<file path="config.mk">
export PLATFORM = sky130hd
export DESIGN_NAME = simd_bus_master
export DESIGN_NICKNAME = d
export VERILOG_FILES = /design/src/rtl/simd_bus_pkg.sv /design/src/rtl/simd_phase_timer.sv /design/src/rtl/simd_bus_master.sv
export SDC_FILE = /design/constraint.sdc
export NUM_CORES = 1
export LEC_CHECK = 0
export ABC_CLOCK_PERIOD_IN_PS = 2000
export CAP_MARGIN = 20
export CORE_ASPECT_RATIO = 0.6
export CORE_MARGIN = 1
export CORE_UTILIZATION = 31
export DETAILED_ROUTE_END_ITERATION = 6
export GPL_ROUTABILITY_DRIVEN = 0
export SLEW_MARGIN = 20
export SYNTH_ARGS = -nofsm -noshare
export SYNTH_HDL_FRONTEND = slang
export SYNTH_SLANG_ARGS = --single-unit
</file>
<file path="constraint.sdc">
create_clock -name clk -period 2 [get_ports clk]
set_input_delay 0.2 -clock clk [delete_from_list [all_inputs] [get_ports clk]]
set_output_delay 0.2 -clock clk [all_outputs]
set_load 0.05 [all_outputs]
</file>
<file path="src/rtl/simd_bus_pkg.sv">
// Shared types for the SIMD host-bus master: command opcodes, FSM states
// and bus phase selectors.
// No ports; imported by simd_bus_master and simd_phase_timer.
package simd_bus_pkg;

  typedef enum logic [1:0] {
    OP_WRITE      = 2'd0,
    OP_EXEC       = 2'd1,
    OP_READ       = 2'd2,
    OP_READ_BURST = 2'd3
  } op_t;

  typedef enum logic [2:0] {
    IDLE,
    SETUP,
    STROBE,
    HOLD,
    RSP_WAIT
  } state_t;

  typedef enum logic [1:0] {
    ADDR,
    DATA,
    EXEC,
    READ
  } phase_t;

endpackage

</file>
<file path="src/rtl/simd_phase_timer.sv">
// Down-counter timing the SETUP/STROBE/HOLD sub-phases of a bus phase.
// Latency: loaded with (duration-1) on the edge entering a timed state; done is high in the last cycle of it.
// Ports: clk, rst (sync, active-high), load, sel (state being entered), done.
module simd_phase_timer
  import simd_bus_pkg::*;
#(
  parameter int T_SU = 1,
  parameter int T_PW = 2,
  parameter int T_H  = 1
) (
  input  logic   clk,
  input  logic   rst,
  input  logic   load,
  input  state_t sel,
  output logic   done
);

  localparam int T_MAX = (T_SU > T_PW) ? ((T_SU > T_H) ? T_SU : T_H)
                                       : ((T_PW > T_H) ? T_PW : T_H);
  localparam int CW    = (T_MAX > 1) ? $clog2(T_MAX) : 1;

  logic [CW-1:0] cnt;

  always_ff @(posedge clk) begin
    if (rst) begin
      cnt <= '0;
    end else if (load) begin
      case (sel)
        SETUP:   cnt <= CW'(T_SU - 1);
        STROBE:  cnt <= CW'(T_PW - 1);
        HOLD:    cnt <= CW'(T_H - 1);
        default: cnt <= '0;
      endcase
    end else if (cnt != '0) begin
      cnt <= cnt - 1'b1;
    end
  end

  // Zero means the current sub-phase is in its final cycle.
  assign done = (cnt == '0);

endmodule

</file>
<file path="src/rtl/simd_bus_master.sv">
// Issues byte commands as timed CS/WR/RD/AD/excute phases on the SIMD host bus.
// Latency: each phase takes T_SU+T_PW+T_H cycles; WRITE is two phases, reads add >=1 response cycle per byte.
// Ports: cmd_* (valid/ready in), rsp_* (valid/ready out; stalls the burst in RSP_WAIT), bus pins CS/WR/RD/AD/excute/bus_*.
module simd_bus_master
  import simd_bus_pkg::*;
#(
  parameter int bw       = 8,
  parameter int reg_size = 32,
  parameter int T_SU     = 1,
  parameter int T_PW     = 2,
  parameter int T_H      = 1
) (
  input  logic          clk,
  input  logic          rst,
  input  logic          cmd_valid,
  output logic          cmd_ready,
  input  logic [1:0]    cmd_op,
  input  logic [bw-1:0] cmd_addr,
  input  logic [bw-1:0] cmd_data,
  output logic          rsp_valid,
  input  logic          rsp_ready,
  output logic [bw-1:0] rsp_data,
  output logic          rsp_last,
  output logic          CS,
  output logic          WR,
  output logic          RD,
  output logic          AD,
  output logic          excute,
  output logic [bw-1:0] bus_dout,
  output logic          bus_oe,
  input  logic [bw-1:0] bus_din
);

  localparam int CW = (reg_size > 1) ? $clog2(reg_size) : 1;

  state_t        state, state_nxt;
  phase_t        phase, phase_nxt;
  op_t           op_q;
  logic [bw-1:0] data_q;
  logic [CW-1:0] byte_cnt;
  logic          t_done;
  logic          last_byte;
  logic          accept;
  logic          enter_setup;

  assign accept      = cmd_valid & cmd_ready;
  assign last_byte   = (op_q != OP_READ_BURST) || (byte_cnt == CW'(reg_size - 1));
  // SETUP is never re-entered from itself, so any entry is a fresh phase.
  assign enter_setup = (state_nxt == SETUP) && (state != SETUP);

  simd_phase_timer #(
    .T_SU (T_SU),
    .T_PW (T_PW),
    .T_H  (T_H)
  ) u_timer (
    .clk  (clk),
    .rst  (rst),
    .load (state_nxt != state),
    .sel  (state_nxt),
    .done (t_done)
  );

  always_comb begin
    state_nxt = state;
    phase_nxt = phase;
    case (state)
      IDLE: begin
        if (cmd_valid) begin
          state_nxt = SETUP;
          case (op_t'(cmd_op))
            OP_WRITE: phase_nxt = ADDR;
            OP_EXEC:  phase_nxt = EXEC;
            default:  phase_nxt = READ;
          endcase
        end
      end
      SETUP:  if (t_done) state_nxt = STROBE;
      STROBE: if (t_done) state_nxt = HOLD;
      HOLD: begin
        if (t_done) begin
          if (phase == ADDR) begin
            state_nxt = SETUP;
            phase_nxt = DATA;
          end else if (phase == READ) begin
            state_nxt = RSP_WAIT;
          end else begin
            state_nxt = IDLE;
          end
        end
      end
      RSP_WAIT: if (rsp_ready) state_nxt = last_byte ? IDLE : SETUP;
      default:  state_nxt = IDLE;
    endcase
  end

  always_ff @(posedge clk) begin
    if (rst) begin
      state    <= IDLE;
      phase    <= ADDR;
      op_q     <= OP_WRITE;
      data_q   <= '0;
      byte_cnt <= '0;
      bus_dout <= '0;
      AD       <= 1'b0;
      rsp_data <= '0;
    end else begin
      state <= state_nxt;
      phase <= phase_nxt;
      if (accept) begin
        op_q     <= op_t'(cmd_op);
        data_q   <= cmd_data;
        byte_cnt <= '0;
      end else if (rsp_valid && rsp_ready) begin
        byte_cnt <= byte_cnt + 1'b1;
      end
      // Bus byte and AD only move when a phase starts, so they are
      // stable through STROBE and HOLD. The address goes straight from
      // the command port since ADDR is only ever entered from IDLE.
      if (enter_setup) begin
        AD <= (phase_nxt == ADDR);
        case (phase_nxt)
          ADDR:    bus_dout <= cmd_addr;
          DATA:    bus_dout <= data_q;
          default: bus_dout <= '0;
        endcase
      end
      // Sample the peripheral on the edge that ends the last RD-high cycle.
      if (state == STROBE && t_done && phase == READ) begin
        rsp_data <= bus_din;
      end
    end
  end

  assign cmd_ready = (state == IDLE) & ~rst;
  assign CS        = (state != IDLE);
  assign WR        = (state == STROBE) && (phase == ADDR || phase == DATA);
  assign RD        = (state == STROBE) && (phase == READ);
  assign excute    = (state == STROBE) && (phase == EXEC);
  assign bus_oe    = (state == SETUP || state == STROBE || state == HOLD) &&
                     (phase == ADDR || phase == DATA);
  assign rsp_valid = (state == RSP_WAIT);
  assign rsp_last  = rsp_valid & last_byte;

endmodule

</file>
==> run summary <==
Pre-Repair DR Iteration Count: 6
CP cell instances: and3b_1 > a211o_1 > o21a_1 > a21oi_1 > a311oi_1
Total GRT Usage: 0.156
Post-DRT Antenna Nets: 0
Layout area overhead: 47.4%
Hold wc startpoint: cmd_data[0]
Largest family of logic cells by synthesized area: simple AND/OR/NAND/NOR gates
Status: completed
Post-CTS Setup Bufs: 0
Mean Syn Cell Area: 8.78 um2
Finish-stage setup viols: 0
Final Net Count: 287
CTS H-tree lvls: 2
Least-Margin Pin Slew: 543 ps
Post-synth EDFFs: 0
Site row count: 20
Max-Cap Viols: 0
Initial DRC count: 143
CTS tree: built
Max_slew headroom: 0.638
Initial Utilization: 0.332
CTS Sinks: 38
Mapped cell area: 1730 um2
Clock root cell: clkbuf_8
Wirelength, routed: 4.33 mm
Sw power: 0.000974 W
R2R setup slack: 130 ps
Seq pwr share: 0.359
Later-pin clock latency in the skew report: 290 ps
Hold_ws: 463 ps
Total CTS buffers: 5
WHS Path Cells: 3
Synth Area in Compound Gates: 0.187
Synth Instances: 197
Gr ovfl total: 0
Core ar.: 5200 um2
Max Fclk: 0.536 GHz
Clock power share: 0.232
Die Wd: 98.5 um
Setup_tns: 0 ps
RR Startpoint: state[0]
Slowest stage delay, CP: 510 ps
Post-DP Area: 2440 um2
Vias/cell: 4.88
Mux contribution to synthesized area: 0.0578
Antenna violations before repair: 0
Worst-path cell with the longest stage delay: dfxtp_1
Crit path required time: 2200 ps
Internal: 0.00164 W
DRC viols: 0
Register bit total from synthesis: 38
RSZ-0062 raised after global routing: no
FILL cells: 514
First-pass GRT wire length: 7.00 mm
Worst Path Arrival: 2070 ps
Ant diodes: 0
Post-synthesis sequential area ratio: 0.440
Die area: 5890 um2
I/O pin total: 55
Net Sw Frac: 0.373
Die Ht: 59.9 um
Clock buffer depth: 2
Pin count of the biggest net entering global routing: 19
Post-synth ARST share: 0
Cell type with the largest total area after synthesis: dfxtp_1
R2R cell count: 5
Worst hold path type: in -> reg
Final instance area: 2550 um2
Crit share post-route: 0.933
Top cells by area, synth: dfxtp_1 44%, a21oi_1 6.7%, mux2i_1 5.8%
Pwr/cell area: 1020 nW/um2
Ys flop type: dfxtp_1
Share of cells above drive strength 1: 0.156
Port Buffer Count: 54
Hold Crit Endpoint: data_q[0]
Post-Synth Adder-Cell Area: 0.0145
Final Max Slew Viols: 0
Vias in the first global route: 1,443
Detail Placement HPWL: 3.39 mm
Worst Setup Start Kind: register
CTS Hold Bufs: 0
Setup CP Type: reg -> reg
Setup Skew: 4.19 ps
WL/cell: 13.5 um
Post-synth cell types: 35
Crit path capture type: register
Crit path max fanout: 17
Routed vias: 1,570
Comb pwr share: 0.409
Synth Warn #: 0
Final hold vios: 0
Post-Synth XOR/XNOR Area: 0.0202
Final min period: 1870 ps
Leak Pwr: 0.948 nW
Reg-to-Reg End: bus_dout[2]
Post-Synth Simple-Gate Area: 0.221
Syn nets: 229
Worst-case vdd ir drop: 0.378 mV
Top cell type's share of synthesized area: 0.440
Reg clk slew, reported paths: 70 ps
## worst max-delay path, delay by kind of cell, from the launching register on
family	cells	cell delay [ps]
AO/OA/AOI/OAI	4	1010
flip-flops	1	510
AND/OR/NAND/NOR	1	260
## cell usage in the layout, fill, tap and decap left out, types with 3 or more instances in the layout
| cell type | instances |
|---|---|
| clkdlybuf4s50_1 | 46 |
| dfxtp_1 | 38 |
| nand2_1 | 25 |
| nor2_1 | 23 |
| a21oi_1 | 23 |
| buf_4 | 14 |
| mux2i_1 | 10 |
| a22oi_1 | 8 |
| a311oi_1 | 8 |
| clkbuf_8 | 8 |
| buf_12 | 7 |
| nor3_1 | 5 |
| nor3b_1 | 4 |
| nand2b_1 | 3 |
## final cells by class
type,instances,area (um2),area share
Multi-Input combinational cell,140,877,0.344
Sequential cell,38,761,0.298
Clock buffer,8,110,0.0432
Inverter,3,15.0,0.00589
Timing Repair Buffer,67,706,0.277
Tap cell,66,82.6,0.0324
## synth_stat cells (all sizes together), types with 2 or more instances
cell type	count
dfxtp	38
nand2	25
nor2	25
a21oi	23
mux2i	10
buf	9
a22oi	8
a311oi	8
nor3	8
clkbuf	7
nor3b	5
inv	3
nand2b	3
a211o	2
and3	2
ha	2
o21ai	2
or3b	2
xnor2	2
xor2	2
## per-layer routing
layer / part of all wire / global-route usage / vias to the layer above
met1: 0.54 / 0.229 / 700
met2: 0.38 / 0.212 / 59
li1: - / - / 806
met3: 0.069 / 0.0538 / 5
met4: 0.010 / 0.0448 / 0
met5: 0 / 0 / -
## metrics by stage
step                      utilization  power, W  setup slack (ps)  instances
after floorplan                     -   0.00168               101        197
after global placement          0.468   0.00202             -76.5        314
after detailed placement        0.468   0.00202              -115        314
after CTS                       0.489   0.00263              88.5        322
after global routing            0.490   0.00275              2.58        322
final                           0.490   0.00261               133        322
## repair_timing
| action | CTS | global route |
|---|---|---|
| setup endpoints to repair | 0 | 10 |
| resized for setup | 0 | 2 |
| endpoints found under the hold margin | 0 | 0 |
## state kept, by name (all words and copies together) (netlist names)
name and cells:
rsp_data 8, op_q 2, byte_cnt 5, phase 2
data_q 8, bus_dout 8, state 3, AD 1
u_timer.cnt 1
## how the worst max path moves through the flow
stage                   start     endpoint  slack, ps
CTS                  state[1]  bus_dout[3]         90
finish               state[0]  bus_dout[2]        130
global route         state[0]  bus_dout[6]          3
detailed placement  cmd_valid  bus_dout[3]       -110
global placement    cmd_valid  bus_dout[0]        -80
floorplan            state[0]           AD        100
## power groups by stage
stage	clock network [W]	logic (W)	registers (W)
3_3_place_gp	0	0.00106	0.000955
3_5_place_dp	0	0.00107	0.000955
2_1_floorplan	0	0.000557	0.00112
4_1_cts	0.000628	0.00107	0.000938
6_report	0.000605	0.00107	0.000938
5_1_grt	0.000656	0.00114	0.000955
## cells by family (layout without fill, tap and decap cells)
kind of cell	count (synthesis)	in the layout
AOI/OAI and AO/OA	49	49
xor gates and xnor gates	4	4
adders and majority gates	2	2
buffers and inverters	19	78
DFF	38	38
muxes	10	10
and+or+nand+nor	75	75
Note: power is estimated with default switching activity, not from simulation.
